File: src/rtl/alu_nibble_seq.sv
// alu_nibble_seq
//   Nibble-serial sequencer around one combinational 4-bit 74181-style ALU.
//   A wide request (W = 4*NIBBLES bits) is accepted over req_valid/req_ready.
//   The operands are then fed to the ALU one nibble per cycle, LSB first.
//   The active-low carry is chained from cn_4 back into cn, and a_eq_b is
//   ANDed across all nibbles. The wide result is returned over
//   rsp_valid/rsp_ready.
//
// Ports
//   clk, rst_n              clock, asynchronous active-low reset
//   req_valid/req_ready     request handshake
//   req_s, req_m, req_cn    74181 function select, mode (1=logic), carry-in (active-low)
//   req_a, req_b            W-bit operands
//   rsp_valid/rsp_ready     response handshake
//   rsp_f                   W-bit result
//   rsp_cn_out              carry out of the MSB nibble (active-low)
//   rsp_a_eq_b              AND of a_eq_b over all nibbles
//   alu_s/m/cn/a/b          registered drive to the ALU
//   alu_f/cn_4/a_eq_b       combinational return from the ALU
module alu_nibble_seq #(
  parameter int NIBBLES = 4
) (
  input  logic                 clk,
  input  logic                 rst_n,
  input  logic                 req_valid,
  output logic                 req_ready,
  input  logic [3:0]           req_s,
  input  logic                 req_m,
  input  logic                 req_cn,
  input  logic [4*NIBBLES-1:0] req_a,
  input  logic [4*NIBBLES-1:0] req_b,
  output logic                 rsp_valid,
  input  logic                 rsp_ready,
  output logic [4*NIBBLES-1:0] rsp_f,
  output logic                 rsp_cn_out,
  output logic                 rsp_a_eq_b,
  output logic [3:0]           alu_s,
  output logic                 alu_m,
  output logic                 alu_cn,
  output logic [3:0]           alu_a,
  output logic [3:0]           alu_b,
  input  logic [3:0]           alu_f,
  input  logic                 alu_cn_4,
  input  logic                 alu_a_eq_b
);

  localparam int W  = 4 * NIBBLES;
  localparam int IW = (NIBBLES > 1) ? $clog2(NIBBLES) : 1;

  typedef enum logic [1:0] {IDLE, RUN, DONE} state_t;

  state_t        state;
  logic [3:0]    op_s;
  logic          op_m;
  logic [W-1:0]  a_sh;
  logic [W-1:0]  b_sh;
  logic [W-1:0]  res;
  logic          cr;
  logic          eq_acc;
  logic [IW-1:0] idx;

  logic [W-1:0]  res_nx;
  logic          last;

  // The new nibble enters at the MSB end, so after NIBBLES shifts
  // nibble 0 sits at bits [3:0].
  always_comb begin
    res_nx           = res >> 4;
    res_nx[W-1 -: 4] = alu_f;
  end

  assign last = (idx == IW'(NIBBLES - 1));

  always_ff @(posedge clk or negedge rst_n) begin
    if (!rst_n) begin
      state  <= IDLE;
      op_s   <= '0;
      op_m   <= 1'b0;
      a_sh   <= '0;
      b_sh   <= '0;
      res    <= '0;
      cr     <= 1'b1;
      eq_acc <= 1'b0;
      idx    <= '0;
    end else begin
      case (state)
        IDLE: begin
          if (req_valid) begin
            op_s   <= req_s;
            op_m   <= req_m;
            a_sh   <= req_a;
            b_sh   <= req_b;
            cr     <= req_cn;
            eq_acc <= 1'b1;
            idx    <= '0;
            state  <= RUN;
          end
        end
        RUN: begin
          res    <= res_nx;
          cr     <= alu_cn_4;
          eq_acc <= eq_acc & alu_a_eq_b;
          a_sh   <= a_sh >> 4;
          b_sh   <= b_sh >> 4;
          // idx stops at NIBBLES-1 rather than wrapping on the final nibble
          if (last) begin
            state <= DONE;
          end else begin
            idx <= idx + IW'(1);
          end
        end
        DONE: begin
          if (rsp_ready) begin
            state <= IDLE;
          end
        end
        default: state <= IDLE;
      endcase
    end
  end

  assign req_ready  = (state == IDLE);
  assign rsp_valid  = (state == DONE);
  assign rsp_f      = res;
  assign rsp_cn_out = cr;
  assign rsp_a_eq_b = eq_acc;

  assign alu_s  = op_s;
  assign alu_m  = op_m;
  assign alu_cn = cr;
  assign alu_a  = a_sh[3:0];
  assign alu_b  = b_sh[3:0];

endmodule

File: config.mk
export PLATFORM = sky130hd
export DESIGN_NAME = alu_nibble_seq
export DESIGN_NICKNAME = d
export VERILOG_FILES = /design/src/rtl/alu_nibble_seq.sv
export SDC_FILE = /design/constraint.sdc
export NUM_CORES = 1
export LEC_CHECK = 0
export BUFFER_PORTS_ARGS = -buffer_cell sky130_fd_sc_hd__buf_4
export CORE_MARGIN = 2
export CORE_UTILIZATION = 46
export DETAILED_ROUTE_END_ITERATION = 16
export PLACE_DENSITY = 0.82
export SETUP_SLACK_MARGIN = 0.3
export SLEW_MARGIN = 20
export SYNTH_ARGS = -nofsm -noshare
export SYNTH_HDL_FRONTEND = slang
export SYNTH_SLANG_ARGS = --single-unit
File: constraint.sdc
create_clock -name clk -period 1.2 [get_ports clk]
set_input_delay 0.24 -clock clk [delete_from_list [all_inputs] [get_ports clk]]
set_output_delay 0.24 -clock clk [all_outputs]
set_load 0.01 [all_outputs]
==> impl_metrics.json <==
{
  "relSlewSlack_pct": 78.2,
  "synth_compound_area_share_pct": 21.0,
  "grt_max_degree": 30,
  "ys_ff_latch": 59,
  "finalHoldViolCount": 0,
  "leakage_nw": 2.15,
  "antenna_found_initial": 0,
  "skew_ns": 0.0171,
  "worstPathRequired_ns": 1.42,
  "worst_ep_arrival_time_ns": 1.61,
  "grt_pass1_wl_mm": 13.1,
  "syn_area_per_cell_um2": 10.4,
  "cp-end-kind": "register",
  "io_buffers": 81,
  "detail-route-antenna-nets": 0,
  "drt_first_pass_iters": 5,
  "max_clock_freq_mhz": 719,
  "clock_path_buffers": 2,
  "design.core.area_um2": 5470,
  "p_per_area_nw_per_um2": 3050,
  "fin_crit_sh_pct": 116,
  "synth-simple-area-share_pct": 11.2,
  "period_minus_slack_ns": 1.39,
  "crit_fanout": 5,
  "worstReg2RegStart": "state[0]",
  "clock-sinks": 59,
  "post_synth_num_cell_types": 29,
  "maxSlewViolCount": 0,
  "path_cells": "buf_6 > buf_6 > buf_6 > nor2_4 > buf_4 > buf_6 > o21ai_1 > o21ai_1",
  "dieArea_um2": 6280,
  "grt_setup_unrepaired": "true",
  "antennaDiodeCount": 0,
  "numCtsBuffers": 9,
  "min_path_cells": 3,
  "status": "complete, but fails checks",
  "vias_per_cell": 5.95,
  "synth_top_family_by_area": "compound AO/OA/AOI/OAI gates",
  "synthXorXnorAreaFrac_pct": 0,
  "critPathLaunch": "state[0]",
  "rows": 27,
  "grt_pass1_vias": 2601,
  "r2r_slack_ns": -0.19,
  "synth_area_um2": 2600,
  "drt_iter0_drc": 303,
  "finalPower_mw": 14.0,
  "cts_root_buffer": "clkbuf_8",
  "drive_gt1_share_pct": 57.9,
  "vdd_drop_max_v": 0.00186,
  "wl_mm": 9.93,
  "top_level_ports": 82,
  "via_count": 2732,
  "cts.clk_slew.worst_paths_ns": 0.06,
  "fin_nets": 431,
  "synth_fp_nets": 300,
  "worstHoldStart": "alu_f[3]",
  "cts_tree": "built",
  "start_util_pct": 47.6,
  "dpl.hpwl_mm": 4.22,
  "ff2ff_path_depth": 8,
  "fin_ws_ns": -0.192,
  "fp.dieW_um": 79.2,
  "gp_congestion": 0.703,
  "critPathKind": "reg2reg",
  "syn_inst": 251,
  "slowest_delay_ns": 0.39,
  "worst_r2r_endpoint": "a_sh[14]",
  "worst_slew_pin_slew_ns": 0.327,
  "finalSetupViolCount": 56,
  "maxCapViolations": 0,
  "violations": "setup timing",
  "synth_mux_area_share_pct": 2.88,
  "cp_slowest_cell": "dfrtp_1",
  "synth_seq_area_share_pct": 56.8,
  "final_core_util_pct": 83.6,
  "dieHeight_um": 79.2,
  "clk_latency_ns": 0.34,
  "groute.usage.overall_pct": 27.6,
  "cts_max_level": 3,
  "synth_warnings": 0,
  "route.detailed.drc": 0,
  "gr-total-overflow": 0,
  "wl_per_cell_um": 21.6,
  "hold_path_end": "rsp_f[15]",
  "fillerInstances": 277,
  "synthToLayoutAreaGrowth_pct": 75.7,
  "synth_adder_area_share_pct": 0.481,
  "hp-class": "in2reg",
  "critPathLaunchType": "register",
  "crit_top_cell": "buf_6"
}
-- worst max path at each step --
stage / endpoint / slack (ns) / cells past startpoint
after floorplan: alu_m / -0.06 / 4
after global placement: alu_s[1] / -0.06 / 3
after detailed placement: alu_s[3] / -0.13 / 3
after CTS: rsp_valid / -0.13 / 4
after global routing: a_sh[14] / -0.24 / 8
final: a_sh[14] / -0.19 / 8
-- Yosys cell counts (all sizes together) --
library cell,number,area share (%)
or2,1,0.24
a22oi,1,0.29
o21ai,10,1.9
and2,1,0.24
a21oi,19,3.7
a32o,1,0.38
dfrtp,58,56
ha,1,0.48
o2bb2ai,2,0.67
o31ai,1,0.29
mux2,5,2.9
inv,2,0.29
buf,28,7.4
a22o,3,1.0
nor3,1,0.19
dfstp,1,1.0
nor2,5,0.91
a2bb2oi,8,2.7
nor2b,2,0.58
o22ai,42,10
nand2b,4,0.96
nand2,55,8.0
-- stage by stage --
| step | instance area (µm²) | std cells | setup slack [ns] | setup TNS (ns) | hold slack, ns |
|---|---|---|---|---|---|
| 2_1_floorplan | 2670 | 251 | -0.0607 | -0.304 | -0.0556 |
| 5_1_grt | 4570 | 459 | -0.244 | -7.79 | 0.101 |
| 4_1_cts | 4270 | 445 | -0.133 | -3.69 | 0.0929 |
| 6_report | 4570 | 459 | -0.192 | -5.00 | 0.0996 |
| 3_3_place_gp | 3340 | 392 | -0.0633 | -0.649 | 0.145 |
| 3_5_place_dp | 3340 | 392 | -0.132 | -2.17 | 0.143 |
-- worst max-delay path, delay by kind of cell (launching register included) --
family / cells / cell delay (ns)
buffers and inverters: 5 / 0.61
flip-flops: 1 / 0.39
AND/OR/NAND/NOR: 1 / 0.05
AO/OA/AOI/OAI: 2 / 0.23
-- report_power, final --
| part | switching [mW] | internal, mW |
|---|---|---|
| Sequential | 0.965 | 2.96 |
| Combinational | 3.64 | 4.83 |
| Clock | 0.772 | 0.798 |
| Total | 5.38 | 8.58 |
-- registers in the layout, indices dropped and copies added, names as in the netlist --
signal,flops
a_sh,16
alu_cn,1
alu_m,1
alu_s,4
b_sh,16
idx,2
rsp_a_eq_b,1
rsp_f,16
state,2
-- cell families after synthesis --
group                    count (synthesis)
AO/OA/AOI/OAI                           87
adder cells (fa/ha/maj)                  1
buffers and inverters                   30
flip-flops                              59
multiplexers                             5
AND/OR/NAND/NOR                         69
-- routing by layer --
metal / share of wire, % / routed length (µm) / GRT usage [%] / up-vias
met5: 0 / 0 / 0 / -
met4: 4.2 / 414 / 9.31 / 0
met3: 7.8 / 778 / 7.39 / 39
met2: 49 / 4900 / 47.4 / 179
met1: 39 / 3840 / 33.6 / 1352
li1: - / - / - / 1162
-- area by class of cell --
| type | instances | area [µm²] | area share [%] |
|---|---|---|---|
| tap | 72 | 90.1 | 1.97 |
| multi-input combinational | 163 | 1280 | 28.0 |
| clock inverter | 3 | 15.0 | 0.328 |
| sequential | 59 | 1480 | 32.3 |
| timing repair buffer | 147 | 1540 | 33.6 |
| inverter | 2 | 22.5 | 0.492 |
| clock buffer | 13 | 149 | 3.26 |
-- cell usage in the layout (no fill, tap or decap), types with 4 or more instances in the layout --
master     count
buf_4         83
dfrtp_1       58
nand2_1       54
buf_6         46
o22ai_1       21
o22ai_2       18
a21oi_1       10
clkbuf_8      10
buf_12         9
a21oi_2        8
a2bb2oi_2      6
buf_16         6
mux2_4         5
o21ai_1        5
nand2b_4       4
o21ai_2        4
-- what timing repair did --
action	in CTS	in global routing
setup buffers	28	13
gates resized for setup	99	34
pin swaps	7	12
hold buffers	1	0
cloned	8	1
endpoints found under the setup margin	93	93
hold endpoints to repair	19	0
(Power assumes the default switching activity.)
